**config.mk**
```make
export PLATFORM = sky130hd
export DESIGN_NAME = fetch_unit_flat
export DESIGN_NICKNAME = d
export VERILOG_FILES = /design/src/rtl/fetch_unit_if.sv /design/src/rtl/fetch_unit.sv /design/src/flat_wrapper.sv
export SDC_FILE = /design/constraint.sdc
export NUM_CORES = 1
export LEC_CHECK = 0
export CAP_MARGIN = 20
export CELL_PAD_IN_SITES_DETAIL_PLACEMENT = 0
export CELL_PAD_IN_SITES_GLOBAL_PLACEMENT = 2
export CORE_MARGIN = 5
export CORE_UTILIZATION = 31
export CTS_BUF_LIST = sky130_fd_sc_hd__clkbuf_8
export CTS_CLUSTER_SIZE = 12
export DETAILED_ROUTE_END_ITERATION = 10
export PLACE_DENSITY_LB_ADDON = 0.1
export SETUP_SLACK_MARGIN = 0.15
export SLEW_MARGIN = 0
export SYNTH_ARGS = -nofsm -noshare
export SYNTH_HDL_FRONTEND = slang
export SYNTH_SLANG_ARGS = --single-unit
```
**constraint.sdc**
```tcl
create_clock -name clk -period 2.5 [get_ports clk]
set_input_delay 0.5 -clock clk [delete_from_list [all_inputs] [get_ports clk]]
set_output_delay 0.5 -clock clk [all_outputs]
set_load 0.01 [all_outputs]
```
**src/rtl/fetch_unit_if.sv**
```systemverilog
// Fetch-stage bundle: next-PC decode inputs, instruction-memory handshake and IF/ID outputs.
interface fetch_unit_if #(
  parameter int unsigned ADDR_W  = 32,
  parameter int unsigned INSTR_W = 32
);
  logic [1:0]         next_instr_sel;
  logic               sel_valid;
  logic [ADDR_W-1:0]  jump_target;
  logic [ADDR_W-1:0]  branch_target;
  logic               stall;
  logic               imem_req;
  logic [ADDR_W-1:0]  imem_addr;
  logic [INSTR_W-1:0] imem_rdata;
  logic               imem_ack;
  logic               if_id_valid;
  logic [INSTR_W-1:0] if_id_instr;
  logic [ADDR_W-1:0]  if_id_pc;
  logic [ADDR_W-1:0]  if_id_pc4;

  modport master (
    input  next_instr_sel, sel_valid, jump_target, branch_target, stall,
    input  imem_rdata, imem_ack,
    output imem_req, imem_addr,
    output if_id_valid, if_id_instr, if_id_pc, if_id_pc4
  );

  modport slave (
    output next_instr_sel, sel_valid, jump_target, branch_target, stall,
    output imem_rdata, imem_ack,
    input  imem_req, imem_addr,
    input  if_id_valid, if_id_instr, if_id_pc, if_id_pc4
  );
endinterface

```
**src/rtl/fetch_unit.sv**
```systemverilog
// Instruction fetch stage: owns the PC, drives the imem handshake and fills IF/ID,
// with a one-entry skid for stalls and a kill state that drains a redirected request.
module fetch_unit #(
  parameter int unsigned       ADDR_W   = 32,
  parameter int unsigned       INSTR_W  = 32,
  parameter logic [ADDR_W-1:0] RESET_PC = '0
) (
  input logic          clk,
  input logic          rst_n,
  fetch_unit_if.master fu
);

  localparam logic [ADDR_W-1:0] STEP = ADDR_W'(4);

  typedef enum logic [1:0] {
    ST_FETCH = 2'd0,
    ST_HOLD  = 2'd1,
    ST_KILL  = 2'd2
  } state_e;

  state_e             state_q;
  logic [ADDR_W-1:0]  req_addr_q;
  logic [ADDR_W-1:0]  kill_target_q;
  logic [INSTR_W-1:0] skid_instr_q;
  logic [ADDR_W-1:0]  skid_pc_q;
  logic               if_id_valid_q;
  logic [INSTR_W-1:0] if_id_instr_q;
  logic [ADDR_W-1:0]  if_id_pc_q;
  logic [ADDR_W-1:0]  if_id_pc4_q;

  logic               redirect_c;
  logic [ADDR_W-1:0]  target_c;
  logic [ADDR_W-1:0]  req_addr_inc_c;

  // Codes 01 and 11 redirect; both have bit 0 set, bit 1 picks the branch target.
  assign redirect_c     = fu.sel_valid & fu.next_instr_sel[0];
  assign target_c       = fu.next_instr_sel[1] ? fu.branch_target : fu.jump_target;
  assign req_addr_inc_c = req_addr_q + STEP;

  assign fu.imem_req    = rst_n & (state_q != ST_HOLD);
  assign fu.imem_addr   = req_addr_q;
  assign fu.if_id_valid = if_id_valid_q;
  assign fu.if_id_instr = if_id_instr_q;
  assign fu.if_id_pc    = if_id_pc_q;
  assign fu.if_id_pc4   = if_id_pc4_q;

  always_ff @(posedge clk) begin
    if (!rst_n) begin
      state_q       <= ST_FETCH;
      req_addr_q    <= RESET_PC;
      kill_target_q <= '0;
      skid_instr_q  <= '0;
      skid_pc_q     <= '0;
      if_id_valid_q <= 1'b0;
      if_id_instr_q <= '0;
      if_id_pc_q    <= '0;
      if_id_pc4_q   <= '0;
    end else begin
      unique case (state_q)
        ST_FETCH: begin
          if (redirect_c) begin
            if_id_valid_q <= 1'b0;
            if (fu.imem_ack) begin
              req_addr_q <= target_c;
            end else begin
              kill_target_q <= target_c;
              state_q       <= ST_KILL;
            end
          end else if (fu.imem_ack) begin
            req_addr_q <= req_addr_inc_c;
            if (fu.stall) begin
              skid_instr_q <= fu.imem_rdata;
              skid_pc_q    <= req_addr_q;
              state_q      <= ST_HOLD;
            end else begin
              if_id_valid_q <= 1'b1;
              if_id_instr_q <= fu.imem_rdata;
              if_id_pc_q    <= req_addr_q;
              if_id_pc4_q   <= req_addr_inc_c;
            end
          end else if (!fu.stall) begin
            if_id_valid_q <= 1'b0;
          end
        end

        ST_HOLD: begin
          if (redirect_c) begin
            if_id_valid_q <= 1'b0;
            req_addr_q    <= target_c;
            state_q       <= ST_FETCH;
          end else if (!fu.stall) begin
            if_id_valid_q <= 1'b1;
            if_id_instr_q <= skid_instr_q;
            if_id_pc_q    <= skid_pc_q;
            if_id_pc4_q   <= skid_pc_q + STEP;
            state_q       <= ST_FETCH;
          end
        end

        ST_KILL: begin
          // Old request stays on the bus until acked; its data is dropped.
          if (fu.imem_ack) begin
            req_addr_q <= redirect_c ? target_c : kill_target_q;
            state_q    <= ST_FETCH;
          end else if (redirect_c) begin
            kill_target_q <= target_c;
          end
        end

        default: begin
          state_q       <= ST_FETCH;
          if_id_valid_q <= 1'b0;
        end
      endcase
    end
  end

endmodule

```
**src/flat_wrapper.sv**
```systemverilog
// flat-port wrapper written by rule: the top's interface ports become plain ports
module fetch_unit_flat 
#(
  parameter int unsigned       ADDR_W   = 32,
  parameter int unsigned       INSTR_W  = 32,
  parameter logic [ADDR_W-1:0] RESET_PC = '0
)
  (clk, rst_n, fu_next_instr_sel, fu_sel_valid, fu_jump_target, fu_branch_target, fu_stall, fu_imem_rdata, fu_imem_ack, fu_imem_req, fu_imem_addr, fu_if_id_valid, fu_if_id_instr, fu_if_id_pc, fu_if_id_pc4);
  fetch_unit_if #(.ADDR_W(ADDR_W), .INSTR_W(INSTR_W)) fu_i ();
  input logic clk;
  input logic rst_n;
  input wire logic [$bits(fu_i.next_instr_sel)-1:0] fu_next_instr_sel;
  input wire logic [$bits(fu_i.sel_valid)-1:0] fu_sel_valid;
  input wire logic [$bits(fu_i.jump_target)-1:0] fu_jump_target;
  input wire logic [$bits(fu_i.branch_target)-1:0] fu_branch_target;
  input wire logic [$bits(fu_i.stall)-1:0] fu_stall;
  input wire logic [$bits(fu_i.imem_rdata)-1:0] fu_imem_rdata;
  input wire logic [$bits(fu_i.imem_ack)-1:0] fu_imem_ack;
  output wire logic [$bits(fu_i.imem_req)-1:0] fu_imem_req;
  output wire logic [$bits(fu_i.imem_addr)-1:0] fu_imem_addr;
  output wire logic [$bits(fu_i.if_id_valid)-1:0] fu_if_id_valid;
  output wire logic [$bits(fu_i.if_id_instr)-1:0] fu_if_id_instr;
  output wire logic [$bits(fu_i.if_id_pc)-1:0] fu_if_id_pc;
  output wire logic [$bits(fu_i.if_id_pc4)-1:0] fu_if_id_pc4;
  assign fu_i.next_instr_sel = fu_next_instr_sel;
  assign fu_i.sel_valid = fu_sel_valid;
  assign fu_i.jump_target = fu_jump_target;
  assign fu_i.branch_target = fu_branch_target;
  assign fu_i.stall = fu_stall;
  assign fu_i.imem_rdata = fu_imem_rdata;
  assign fu_i.imem_ack = fu_imem_ack;
  assign fu_imem_req = fu_i.imem_req;
  assign fu_imem_addr = fu_i.imem_addr;
  assign fu_if_id_valid = fu_i.if_id_valid;
  assign fu_if_id_instr = fu_i.if_id_instr;
  assign fu_if_id_pc = fu_i.if_id_pc;
  assign fu_if_id_pc4 = fu_i.if_id_pc4;
  fetch_unit #(.ADDR_W(ADDR_W), .INSTR_W(INSTR_W), .RESET_PC(RESET_PC)) u_core (.clk(clk), .rst_n(rst_n), .fu(fu_i));
endmodule
```
# Yosys cells after proc, flatten, opt, wreduce, memory -nomap -nowiden
# Cells that the tools add are included.
word_totals:
  in_bits: 103
  ff_bits: 227
  elab_cells: 87
  out_inout_bits: 130
classes:
  eq_ne: 18
  mux: 44
  bitwise: 4
  add_sub_neg: 2
  n_reduce_logical: 10
ops:
  columns: ["op", "count"]
  rows:
  - ["32-bit 2-to-1 mux", 25]
  - ["32-bit one-hot mux with 2 select lines", 4]
  - ["32-bit one-hot mux with 3 select lines", 1]
  - ["32-bit by 3-bit adder with 32-bit output, second input constant", 2]
  - ["2-bit != test, second input constant", 8]
  - ["2-bit 2-to-1 mux", 7]
  - ["4-bit AND reduction", 3]
  - ["3-bit by 2-bit != test with 1-bit output, second input constant", 3]
  - ["2-bit by 1-bit != test with 1-bit output, second input constant", 3]
  - ["2-bit one-hot mux with 3 select lines", 1]
  - ["6-bit AND reduction", 1]
  - ["1-bit 2-to-1 mux", 5]
  - ["5-bit AND reduction", 1]
  - ["4-bit by 3-bit != test with 1-bit output, second input constant", 1]
  - ["2-bit nonzero test", 2]
  - ["3-bit != test, second input constant", 1]
  - ["1-bit one-hot mux with 3 select lines", 1]
  - ["3-bit nonzero test", 1]
  - ["1-bit AND", 2]
  - ["2-bit by 1-bit == test with 1-bit output, second input constant", 1]
  - ["2-bit == test, second input constant", 1]
  - ["2-bit zero test", 1]
  - ["1-bit NOT", 2]
  - ["2-bit AND reduction", 1]

# Depth between registers and ports, before layout
depth:
  depth_word: 5
  depth_mapped: 10
  ltp_nobuf: 8

# Worst setup path after synthesis
# OpenSTA, ideal clock, no wires.
synth_timing:
  path_kind: "flip-flop to flip-flop"
  startpoint: "reg u_core.state_q[0]"
  endpoint: "reg u_core.req_addr_q[15], in the netlist u_core.fu.imem_addr[15]"
  period_less_slack_ps: 2296
  setup_ps: 123
  stages_incl_launch_ff: 11
  path_slack_ps: 204
  t_arrival_ps: 2173
  required_ps: 2377
  path_buffers: 3
  cell_sequence: "dfxtp_1 inv_1 ha_1 clkbuf_1 o21ai_1 and2_1 clkbuf_1 clkbuf_1 o21ai_0 a221oi_1 nor2_1"
synth_via:
  elab_chain_cells: 3
  word_cells_on_any_way: 9
  classes_between: "eq/ne (5); mux (1); reduce/logical (3)"
synth_lines:
  columns: ["item", "line", "source"]
  rows:
  - ["start: declaration", "fetch_unit.sv:21", "state_e state_q;"]
  - ["start signal: assignment", "fetch_unit.sv:49", "state_q <= ST_FETCH;"]
  - ["start signal: assignment", "fetch_unit.sv:67", "state_q <= ST_KILL;"]
  - ["start signal: assignment", "fetch_unit.sv:74", "state_q <= ST_HOLD;"]
  - ["2-bit by 1-bit == test with 1-bit output (tied with other cells)", "fetch_unit.sv:59", "unique case (state_q)"]
  - ["2-bit by 1-bit != test with 1-bit output (no source line) (tied with other cells)", null, null]
  - ["4-bit AND reduction (no source line)", null, null]
  - ["end signal: assignment", "fetch_unit.sv:64", "req_addr_q <= target_c;"]
  - ["end signal: assignment", "fetch_unit.sv:70", "req_addr_q <= req_addr_inc_c;"]
  - ["end signal: assignment", "fetch_unit.sv:89", "req_addr_q <= target_c;"]
  - ["end: declaration", "fetch_unit.sv:22", "logic [ADDR_W-1:0] req_addr_q;"]
# Several ways; a longest one is shown, not always the timed one.
# A chain may end at the register's enable or synchronous reset.

# Worst setup path in the final report
layout_timing:
  startpoint: "reg u_core.req_addr_q[3], in the netlist u_core.fu.imem_addr[3]"
  endpoint: "reg u_core.if_id_pc4_q[31], in the netlist u_core.fu.if_id_pc4[31]"
layout_via:
  elab_chain_cells: 5
layout_lines:
  columns: ["item", "line", "source"]
  rows:
  - ["32-bit by 3-bit adder with 32-bit output", "fetch_unit.sv:38", "assign req_addr_inc_c = req_addr_q + STEP;"]
  - ["32-bit 2-to-1 mux", "fetch_unit.sv:71", "if (fu.stall) begin"]
  - ["32-bit 2-to-1 mux", "fetch_unit.sv:69", "end else if (fu.imem_ack) begin"]
  - ["32-bit 2-to-1 mux", "fetch_unit.sv:61", "if (redirect_c) begin"]
  - ["32-bit one-hot mux with 2 select lines", "fetch_unit.sv:59", null]
  - ["end signal: assignment", "fetch_unit.sv:79", "if_id_pc4_q <= req_addr_inc_c;"]
  - ["end signal: assignment", "fetch_unit.sv:95", "if_id_pc4_q <= skid_pc_q + STEP;"]
  - ["end: declaration", "fetch_unit.sv:29", "logic [ADDR_W-1:0] if_id_pc4_q;"]
# No other way between the ends. The select of a mux whose other input is x is not followed.

==> reports/qor.csv <==
stage,metric,value,unit
outcome,status,"finished, final reports clean",
sta,final worst slack,0.187,ns
routing,via count,11100,
sta,Final Hold Vio Count,0,
final_layout,layout filler cell count,3817,
setup_path,Reg2Reg Depth,7,
power,Leak Pwr,6.52,nW
power,maximum vdd drop,0.390,mV
power,combinational power share,0.279,
global_routing,M3 GR Usage,0.0456,
sta,Worst slew margin,0.358,
logic_synthesis,post-synthesis sequential area ratio,0.388,
setup_path,CP Launch Type,flop,
clocking,"Clk pin slew, worst setup/hold paths",0.06,ns
clocking,CTS Hold Bufs,0,
routing,# DRC,0,
setup_path,worst-path maximum fanout,7,
routing,Vias/cell,5.14,
global_routing,met1 Use GR,0.250,
logic_synthesis,Post-synth EDFFs,0,
clocking,clock tree root buffer cell,clkbuf_8,
final_layout,Multi-input gate area,6640,sq um
die,Die W,204,microns
flow_run,max_cap viols,0,
global_routing,largest net degree at the start of global routing,132,
clocking,Sink Count,225,
sta,Period minus WS final,2.31,ns
sta,Tcrit/Tclk final,0.925,
global_routing,vias in the first global route,11000,
sta,actual slew at the worst max-slew pin,0.963,ns
setup_path,cells along the critical path,nand4_1 > or4_1 > buf_4 > nor4_4 > xor2_1 > nor3_1 > a311oi_2,
final_layout,ANT cells,0,
die,Std-Cell Rows,71,
sta,Hold Slack,0.431,ns
routing,Pre-antenna DRT Iters,4,
die,die height,204,microns
placed_design,Port Buf Inserts,232,
sta,fin. max-slew vios,0,
setup_path,kind of critical path,flop to flop,
power,Int Power,7.25,mW
setup_path,data arrival time of the critical path,2.80,ns
logic_synthesis,Synth Instances,1391,
placed_design,Placer Congestion,0.806,
sta,Clock Skew,0.0279,ns
clocking,Clock Path Buffers,3,
setup_path,crit path buf inv count,1,
setup_path,CP top delay family,simple AND/OR/NAND/NOR gates,
final_layout,share of cells above drive strength 1,0.128,
routing,DR iter-0 viols,594,
sta,Final setup viols,0,
logic_synthesis,Mapped Avg Cell Area,8.35,sq um
logic_synthesis,Yosys top cell area share,0.388,
final_layout,"Design Area, Final",15900,sq um
global_routing,first-pass GRT wire length,65.2,mm
power,Clock Power Share,0.339,
clocking,H-tree Lvls,2,
global_routing,most used routing layer,met2,
setup_path,CP Depth,7,
logic_synthesis,Synth Net Count,1500,
die,IO Count,233,
placed_design,Post-DP Area,15000,sq um
setup_path,"Largest stage delay, worst path",0.54,ns
logic_synthesis,synth warn,0,
die,initial core utilization,0.311,
logic_synthesis,"area leader, netlist",dfxtp_1,
clocking,cts bufs inserted,44,
power,pwr/cell area,675,nW/um^2
logic_synthesis,asr flop ratio synth,0,
logic_synthesis,Area contributors post-synth,"dfxtp_1 39%, nand2_1 8.9%, mux2i_1 7.2%",
global_routing,initial antenna violation count,0,
routing,Routed Antenna Nets,0,
final_layout,sequential cell area,4510,sq um
die,total die area,41500,sq um
global_routing,all-layer global routing usage,0.200,
clocking,Clock Latency Late Sink,0.57,ns
final_layout,Layout area overhead,37.0,%
worst_hold_path,Worst Hold Class,input port to flop,
routing,wire per inst,20.1,microns
routing,total wire length,43.4,mm
sta,FMAX,432,MHz
worst_hold_path,worst hold stages,3,
global_routing,global-route met2 utilization,0.351,
setup_path,CP required,2.99,ns
setup_path,Setup crit end kind,flop,
setup_path,CP max stage cell,or4_1,
clocking,CTS tree,done,
die,Core Area,37300,sq um
global_routing,grt total ovfl,0,
placed_design,HPWL after DPL,31.2,mm
logic_synthesis,post-synthesis register bit count,225,
logic_synthesis,Mapped Area,11600,sq um
final_layout,fin nets,1759,
power,switching share of power,0.325,
logic_synthesis,Synth Flop Type,dfxtp_1,
placed_design,DP Worst Slack,-0.00414,ns
sta,RSZ-0062 raised after global routing,yes,
logic_synthesis,distinct cell type count after synthesis,58,
power,switching pwr,3.49,mW
power,Seq pwr share,0.382,
==> path summary, 6_finish.rpt <==
check / slack [ns] / start / to
max: 0.19 / u_core.fu.imem_addr[3] / u_core.fu.if_id_pc4[31]
min: 0.43 / rst_n / u_core.fu.imem_addr[28]
max reg2reg: 0.19 / u_core.fu.imem_addr[3] / u_core.fu.if_id_pc4[31]
min reg2reg: 0.47 / u_core.skid_instr_q[13] / u_core.skid_instr_q[13]
==> layout by cell type (no fill, tap or decap), types with 5 or more instances in the layout <==
cell / instances
dfxtp_1: 222
nand4_1: 21
mux2i_1: 82
and4_1: 6
nor3b_1: 16
nor2b_1: 5
a211oi_1: 9
nand2_1: 274
inv_1: 33
buf_4: 94
o21a_1: 5
a21boi_0: 74
o21ai_0: 70
buf_12: 12
nand3_1: 39
o221ai_1: 8
o211a_1: 84
a22oi_1: 7
nor2_1: 53
a21oi_1: 58
and2_1: 7
xnor2_1: 31
a221oi_1: 9
nor3_1: 25
xor2_1: 21
clkdlybuf4s50_1: 229
ha_1: 5
mux2_2: 19
clkbuf_8: 56
o211ai_1: 16
o22ai_1: 6
nor4_1: 6
and3_1: 9
==> power by group through the flow <==
stage	clock [mW]	combinational [mW]	sequential, mW
CTS	3.77	3.02	4.11
global route	3.94	3.24	4.14
floorplan	0	1.42	4.25
detailed placement	0	3.01	4.18
global placement	0	3.01	4.18
finish	3.64	2.99	4.11
==> Yosys cell counts (10+ instances only) <==
master / instances
xor2_1: 21
a21oi_1: 58
xnor2_1: 31
buf_1: 11
a21boi_0: 75
nand3_1: 41
dfxtp_1: 225
nand2_1: 274
nor3_1: 27
o211a_1: 84
and3_1: 10
mux2i_1: 84
nand4_1: 21
clkbuf_1: 103
o211ai_1: 16
o21ai_0: 70
nor3b_1: 16
inv_1: 15
mux2_2: 19
nor2_1: 54
==> layout make-up <==
cell class,count,area share
clock inverters,23,0.00597
multi-input cells,1025,0.417
flip-flops and latches,225,0.283
inverters,16,0.00401
repair buffers,338,0.205
well taps,474,0.0372
clock buffers,56,0.0484
==> registers in the layout, summed over array words and instances (netlist names) <==
| name | count |
|---|---|
| u_core.state_q | 2 |
| u_core.fu.if_id_instr | 32 |
| u_core.kill_target_q | 32 |
| u_core.fu.if_id_pc4 | 32 |
| u_core.fu.if_id_valid | 1 |
| u_core.fu.imem_addr | 32 |
| u_core.skid_instr_q | 32 |
| u_core.skid_pc_q | 32 |
| u_core.fu.if_id_pc | 30 |
==> per-stage QoR <==
step	std cells	utilization	TNS [ns]	power, mW
global placement	2076	0.402	0	7.19
floorplan	1391	-	0	5.67
global route	2157	0.427	0	11.3
finish	2157	0.427	0	10.7
detailed placement	2076	0.402	-0.00414	7.19
CTS	2156	0.426	0	10.9
==> logic make-up after synthesis <==
kind of cell               Yosys count  share of synthesized area
and+or+nand+nor                    480                      0.186
DFF                                225                      0.388
buffers and inverters              141                     0.0472
xor gates and xnor gates            52                     0.0392
adders and majority gates            6                    0.00646
muxes                              103                     0.0908
AOI/OAI and AO/OA                  384                      0.242
==> tightest hold or removal path: cells and delay by family <==
family / cells / cell delay [ns]
buf+inv: 2 / 0.27
compound gates: 1 / 0.15
==> routing by layer <==
layer	vias to the layer above	routed length (microns)
met3	54	2230
li1	5485	-
met5	-	0
met2	255	21500
met1	5302	18800
met4	0	766
==> repair_timing <==
item | 4_1_cts | 5_1_grt
buffers inserted | 1 | 1
gates cloned | 0 | 0
endpoints found under the setup margin | 10 | 16
pin swaps | 1 | 1
gates resized for setup | 7 | 10
Note: power is estimated with default switching activity, not from simulation.
